--- src/rtl/fast_field_op_sequencer.sv ---
// FAST field-op sequencer: two-slot ping-pong op buffer that issues one field op per cycle.
// Ports: clk/rstn (sync, active-low), flush; msg_* load handshake; op_* issue handshake;
// msg_done pulse; sticky err_count_* flags; stat_* counters (built only with FAST_SEQ_STATS_EN).
module fast_field_op_sequencer #(
  parameter int FIELD_OP_W = 32,
  parameter int MAX_FIELDS = 10,
  parameter int CNT_W = $clog2(MAX_FIELDS + 1),
  parameter int IDX_W = $clog2(MAX_FIELDS)
) (
  input  logic                  clk,
  input  logic                  rstn,
  input  logic                  flush,
  input  logic                  msg_valid,
  output logic                  msg_ready,
  input  logic [CNT_W-1:0]      msg_field_count,
  input  logic [FIELD_OP_W-1:0] msg_ops [MAX_FIELDS],
  output logic                  op_valid,
  input  logic                  op_ready,
  output logic [FIELD_OP_W-1:0] op_data,
  output logic [IDX_W-1:0]      op_index,
  output logic                  op_last,
  output logic                  msg_done,
  output logic                  err_count_zero,
  output logic                  err_count_clamp,
  output logic [31:0]           stat_msgs,
  output logic [31:0]           stat_ops,
  output logic [31:0]           stat_stall
);

  typedef enum logic {IDLE, ISSUE} state_t;

  state_t state, state_n;

  logic [1:0]            full, full_n;
  logic [CNT_W-1:0]      cnt [2];
  logic [FIELD_OP_W-1:0] ops [2][MAX_FIELDS];
  logic                  wr_ptr, rd_ptr, rd_ptr_n;
  logic [IDX_W-1:0]      idx, idx_n;

  logic                  hs, last_hs, load, alloc, fwd;
  logic [CNT_W-1:0]      cnt_in, cnt_sel;
  logic [FIELD_OP_W-1:0] data_sel;

  assign hs      = op_valid & op_ready & ~flush;
  assign last_hs = hs & op_last;
  assign load    = msg_valid & msg_ready & ~flush;
  assign alloc   = load & (msg_field_count != '0);
  assign cnt_in  = (msg_field_count > CNT_W'(MAX_FIELDS))
                 ? CNT_W'(MAX_FIELDS) : msg_field_count;

  always_comb begin
    full_n = full;
    if (last_hs) full_n[rd_ptr] = 1'b0;
    if (alloc)   full_n[wr_ptr] = 1'b1;
  end

  assign rd_ptr_n = rd_ptr ^ last_hs;

  always_comb begin
    idx_n = idx;
    if (last_hs)  idx_n = '0;
    else if (hs)  idx_n = idx + IDX_W'(1);
  end

  // A load landing in the slot about to be read is forwarded straight
  // into the issue registers, so op_valid rises one cycle after accept.
  assign fwd      = alloc & (wr_ptr == rd_ptr_n);
  assign cnt_sel  = fwd ? cnt_in : cnt[rd_ptr_n];
  assign data_sel = fwd ? msg_ops[idx_n] : ops[rd_ptr_n][idx_n];

  always_ff @(posedge clk) begin
    if (!rstn) state <= IDLE;
    else       state <= state_n;
  end

  always_comb begin
    state_n = state;
    unique case (state)
      IDLE:  if (full_n[rd_ptr_n])  state_n = ISSUE;
      ISSUE: if (!full_n[rd_ptr_n]) state_n = IDLE;
      default: state_n = IDLE;
    endcase
    if (flush) state_n = IDLE;
  end

  always_comb begin
    op_valid = (state == ISSUE);
    msg_done = last_hs;
  end

  always_ff @(posedge clk) begin
    if (!rstn || flush) begin
      full      <= '0;
      wr_ptr    <= 1'b0;
      rd_ptr    <= 1'b0;
      idx       <= '0;
      msg_ready <= 1'b1;
      op_data   <= '0;
      op_index  <= '0;
      op_last   <= 1'b0;
    end else begin
      full      <= full_n;
      wr_ptr    <= wr_ptr ^ alloc;
      rd_ptr    <= rd_ptr_n;
      idx       <= idx_n;
      msg_ready <= ~&full_n;
      if (state_n == ISSUE) begin
        op_data  <= data_sel;
        op_index <= idx_n;
        op_last  <= (CNT_W'(idx_n) == cnt_sel - CNT_W'(1));
      end else begin
        op_data  <= '0;
        op_index <= '0;
        op_last  <= 1'b0;
      end
    end
  end

  always_ff @(posedge clk) begin
    if (alloc) begin
      cnt[wr_ptr] <= cnt_in;
      for (int i = 0; i < MAX_FIELDS; i++)
        ops[wr_ptr][i] <= msg_ops[i];
    end
  end

  always_ff @(posedge clk) begin
    if (!rstn) begin
      err_count_zero  <= 1'b0;
      err_count_clamp <= 1'b0;
    end else if (load) begin
      if (msg_field_count == '0)
        err_count_zero <= 1'b1;
      if (msg_field_count > CNT_W'(MAX_FIELDS))
        err_count_clamp <= 1'b1;
    end
  end

`ifdef FAST_SEQ_STATS_EN
  logic stall;
  assign stall = op_valid & ~op_ready;

  always_ff @(posedge clk) begin
    if (!rstn) begin
      stat_msgs  <= '0;
      stat_ops   <= '0;
      stat_stall <= '0;
    end else begin
      if (msg_done && stat_msgs != '1)
        stat_msgs <= stat_msgs + 32'd1;
      if (hs && stat_ops != '1)
        stat_ops <= stat_ops + 32'd1;
      if (stall && stat_stall != '1)
        stat_stall <= stat_stall + 32'd1;
    end
  end
`else
  assign stat_msgs  = '0;
  assign stat_ops   = '0;
  assign stat_stall = '0;
`endif

endmodule

--- config.mk ---
export PLATFORM = sky130hd
export DESIGN_NAME = fast_field_op_sequencer
export DESIGN_NICKNAME = d
export VERILOG_FILES = /design/src/rtl/fast_field_op_sequencer.sv
export SDC_FILE = /design/constraint.sdc
export NUM_CORES = 1
export LEC_CHECK = 0
export BUFFER_PORTS_ARGS = -buffer_cell sky130_fd_sc_hd__buf_2
export CAP_MARGIN = 20
export CELL_PAD_IN_SITES_DETAIL_PLACEMENT = 1
export CELL_PAD_IN_SITES_GLOBAL_PLACEMENT = 1
export CORE_MARGIN = 2
export CORE_UTILIZATION = 33
export CTS_CLUSTER_DIAMETER = 60
export DETAILED_ROUTE_END_ITERATION = 8
export HOLD_SLACK_MARGIN = 0.05
export PLACE_DENSITY = 0.69
export SLEW_MARGIN = 5
export SYNTH_ARGS = -nofsm -noshare
export SYNTH_HDL_FRONTEND = slang
export SYNTH_SLANG_ARGS = --single-unit
export TNS_END_PERCENT = 1
--- constraint.sdc ---
create_clock -name clk -period 8.8 [get_ports clk]
set_input_delay 0.88 -clock clk [delete_from_list [all_inputs] [get_ports clk]]
set_output_delay 0.88 -clock clk [all_outputs]
set_load 0.05 [all_outputs]
==> results_tabular.tex <==
\begin{tabular}{lr}
\hline
Metric & Value \\
\hline
\multicolumn{2}{l}{\textbf{Status}} \\
\quad Status & completed \\
\multicolumn{2}{l}{\textbf{Placed design}} \\
\quad Instance area after placement & 34040 µm² \\
\quad Pre-CTS setup slack & 3981 ps \\
\quad Quantity of I/O buffers inserted on ports & 370 \\
\quad Global placement routability congestion & 0.8082 \\
\quad Detailed placement HPWL & 67.59 mm \\
\multicolumn{2}{l}{\textbf{Timing}} \\
\quad Fmax & 225.2 MHz \\
\quad Unrepaired setup endpoints after global routing & false \\
\quad Setup violations, final & 0 \\
\quad Worst path setup slack after routing & 4359 ps \\
\quad Period utilization & 0.5046 \\
\quad Actual transition at the worst max-transition pin & 1151 ps \\
\quad Tightest slew margin relative to the limit & 0.2328 \\
\quad Final hold violation count & 0 \\
\quad Count of final max-slew check failures & 0 \\
\quad Skew final & 21.66 ps \\
\quad Minimum clock period & 4441 ps \\
\multicolumn{2}{l}{\textbf{GRT}} \\
\quad Overall track demand over capacity in global routing & 0.2051 \\
\quad Global route overflow & 0 \\
\quad Number of antenna violations at the first check in global routing & 68 \\
\quad Global-route wire length before repair & 149.1 mm \\
\quad Largest net degree at the start of global routing & 183 \\
\quad Vias in the first global route & 21770 \\
\multicolumn{2}{l}{\textbf{Die}} \\
\quad Die span in x & 312.5 µm \\
\quad Standard cell core area & 94730 µm² \\
\quad Number of rows in the core area & 113 \\
\quad Effective utilization at floorplan & 0.3316 \\
\quad Vertical die dimension & 312.5 µm \\
\quad Die ar. & 97670 µm² \\
\quad Number of top-level pins & 467 \\
\multicolumn{2}{l}{\textbf{Drt}} \\
\quad Iteration count of the initial detailed-routing pass & 4 \\
\quad Via-to-Cell Ratio & 5.356 \\
\quad Vias & 20690 \\
\quad Total DRC errors in the routed layout & 0 \\
\quad DR iter-0 viols & 1744 \\
\quad WL per Instance & 26.60 µm \\
\quad Final wirelength & 102.7 mm \\
\quad Number of nets with antenna violations after detailed routing & 0 \\
\multicolumn{2}{l}{\textbf{Clock network}} \\
\quad Clock tree from TritonCTS & built \\
\quad Clock latency reported for the late side of the worst-skew pair & 650 ps \\
\quad Clock slew at reported path FFs & 60 ps \\
\quad CTS Buf Count & 79 \\
\quad Post\_cts resized & 0 \\
\quad Clock net sink count & 697 \\
\quad CTS hold repair buffers & 0 \\
\quad Buffers from clock root to sink, at most & 3 \\
\quad Cell at the root of the clock tree & sky130\_fd\_sc\_hd\_\_clkbuf\_16 \\
\quad Post-CTS setup-driven buffer insertion count & 0 \\
\quad Clock H-tree levels & 3 \\
\multicolumn{2}{l}{\textbf{Final layout}} \\
\quad Relative area change from synthesis to final layout & 17.22\% \\
\quad Nets & 2836 \\
\quad Share of cells above drive strength 1 & 0.2518 \\
\quad Most used cells in the layout excluding fill and tap cells & sky130\_fd\_sc\_hd\_\_edfxtp\_1 (648), sky130\_fd\_sc\_hd\_\_buf\_2 (370), sky130\_fd\_sc\_hd\_\_nand2\_1 (366), sky130\_fd\_sc\_hd\_\_mux2i\_1 (158), sky130\_fd\_sc\_hd\_\_conb\_1 (96) \\
\quad Most common library cell in the layout ignoring fill and taps & sky130\_fd\_sc\_hd\_\_edfxtp\_1 \\
\quad Design area & 36820 µm² \\
\multicolumn{2}{l}{\textbf{Synthesis}} \\
\quad Most used flip-flop cell after synthesis & sky130\_fd\_sc\_hd\_\_edfxtp\_1 \\
\quad Synthesized netlist cell count & 2192 \\
\quad Warning count from the yosys run & 0 \\
\quad Share of synthesized area occupied by flip-flops and latches & 0.6507 \\
\quad Post-synthesis average cell area & 14.33 µm² \\
\quad Number of synthesized register bits & 697 \\
\quad Fraction of registers with async set/reset & 0 \\
\quad Cell area after technology mapping & 31410 µm² \\
\quad Number of enable-type register cells in the synthesized netlist & 648 \\
\quad Cell variety after synth & 53 \\
\multicolumn{2}{l}{\textbf{Power and ir drop}} \\
\quad Static power due to leakage & 13.18 nW \\
\quad Power per cell area & 207.3 nW/µm² \\
\quad Maximum VDD drop & 0.1259 mV \\
\multicolumn{2}{l}{\textbf{Critical path}} \\
\quad Data required time of the critical path & 9290 ps \\
\quad CP endpoint kind & flop \\
\quad Max Fanout on Critical Path & 95 \\
\quad Worst EP arrival & 4930 ps \\
\quad Internal reg-to-reg setup slack & 4360 ps \\
\quad Critical path class & reg -> reg \\
\quad Element type at the critical path start & flop \\
\multicolumn{2}{l}{\textbf{Run}} \\
\quad Count of max-cap constraint violations & 0 \\
\multicolumn{2}{l}{\textbf{Min path}} \\
\quad Worst min-delay path class & in -> reg \\
\hline
\end{tabular}
==> cell usage after synthesis (30+ instances only) <==
| library cell | instances | area [µm²] |
|---|---|---|
| sky130_fd_sc_hd__buf_2 | 57 | 285.3 |
| sky130_fd_sc_hd__o21bai_1 | 31 | 232.7 |
| sky130_fd_sc_hd__buf_4 | 111 | 833.3 |
| sky130_fd_sc_hd__and3_1 | 95 | 594.3 |
| sky130_fd_sc_hd__a31oi_1 | 34 | 212.7 |
| sky130_fd_sc_hd__a311oi_1 | 33 | 289.0 |
| sky130_fd_sc_hd__o221ai_1 | 35 | 306.5 |
| sky130_fd_sc_hd__a21oi_1 | 40 | 200.2 |
| sky130_fd_sc_hd__mux4_2 | 95 | 2140 |
| sky130_fd_sc_hd__mux2i_1 | 160 | 1602 |
| sky130_fd_sc_hd__edfxtp_1 | 648 | 19460 |
| sky130_fd_sc_hd__clkbuf_1 | 82 | 307.8 |
| sky130_fd_sc_hd__a221oi_1 | 63 | 551.8 |
| sky130_fd_sc_hd__o21ai_0 | 67 | 335.3 |
| sky130_fd_sc_hd__and2_1 | 33 | 206.5 |
| sky130_fd_sc_hd__o32ai_1 | 30 | 262.8 |
| sky130_fd_sc_hd__dfxtp_1 | 49 | 980.9 |
| sky130_fd_sc_hd__a211oi_1 | 63 | 473.0 |
| sky130_fd_sc_hd__nand2_1 | 368 | 1381 |
==> per-layer routing <==
| layer | global-route usage | share of wire | vias up |
|---|---|---|---|
| li1 | - | - | 9059 |
| met1 | 0.2750 | 0.43 | 10620 |
| met2 | 0.3198 | 0.46 | 751 |
| met3 | 0.06311 | 0.081 | 196 |
| met4 | 0.06177 | 0.025 | 62 |
| met5 | 0 | 0.0036 | - |
==> where the power goes <==
part | total, W | switching, W | internal (W)
Combinational | 0.000493 | 0.000347 | 0.000146
Sequential | 0.00375 | 0.0000291 | 0.00373
Clock | 0.00339 | 0.00139 | 0.00200
Total | 0.00763 | 0.00176 | 0.00587
==> worst paths after layout <==
kind	endpoint	start	depth (start not counted)
worst max-delay path	op_data[9]	idx[0]	9
worst min-delay path	ops[0][198]	msg_ops[198]	1
worst max register to register	op_data[9]	idx[0]	9
worst min register to register	err_count_clamp	err_count_clamp	1
==> cells by family (layout without fill, tap and decap cells) <==
family / count (synthesis) / after routing / share of synthesized area
buffers and inverters: 272 / 554 / 0.05043
xor gates and xnor gates: 8 / 8 / 0.003506
other: 1 / 124 / 0.0001194
AOI/OAI and AO/OA: 406 / 406 / 0.09429
muxes: 259 / 259 / 0.1207
DFF: 697 / 697 / 0.6507
adders and majority gates: 4 / 4 / 0.001593
and+or+nand+nor: 545 / 545 / 0.07867
==> sequential cells by signal (all words and copies together) (netlist names) <==
| signal | flops |
|---|---|
| msg_ready | 1 |
| op_last | 1 |
| cnt | 8 |
| idx | 4 |
| wr_ptr | 1 |
| rd_ptr | 1 |
| op_data | 32 |
| full | 2 |
| op_index | 4 |
| ops | 640 |
| err_count_clamp | 1 |
| op_valid | 1 |
| err_count_zero | 1 |
==> area by class of cell <==
type	count	area, µm²
Multi-Input combinational cell	1318	9879
Fill cell	9859	57910
Timing Repair Buffer	401	2142
Sequential cell	697	20440
Clock buffer	110	2236
Antenna cell	28	70.07
Tap cell	1265	1583
Inverter	6	25.02
Clock inverter	37	441.7
==> worst max-delay path, cell delays in order, from the launching register on <==
cell,delay (ps)
sky130_fd_sc_hd__dfxtp_2,430
sky130_fd_sc_hd__ha_1,320
sky130_fd_sc_hd__nor2b_1,330
sky130_fd_sc_hd__mux2_8,630
sky130_fd_sc_hd__buf_4,870
sky130_fd_sc_hd__mux4_2,420
sky130_fd_sc_hd__nand2_1,80
sky130_fd_sc_hd__o221ai_1,140
sky130_fd_sc_hd__a221oi_1,740
sky130_fd_sc_hd__o32ai_1,170
==> per-stage QoR <==
| step | util | TNS [ps] | power, W | hold WS (ps) | cells |
|---|---|---|---|---|---|
| 4_1_cts | 0.3877 | 0 | 0.007697 | 395.5 | 3833 |
| 6_report | 0.3887 | 0 | 0.007634 | 435.5 | 3862 |
| 5_1_grt | 0.3884 | 0 | 0.007862 | 415.5 | 3850 |
| 3_5_place_dp | 0.3594 | 0 | 0.004314 | 456.1 | 3686 |
| 2_1_floorplan | - | -440830 | 0.004151 | 471.5 | 2287 |
| 3_3_place_gp | 0.3592 | 0 | 0.004289 | 457.1 | 3685 |
Power figures use the tool's default switching activity.
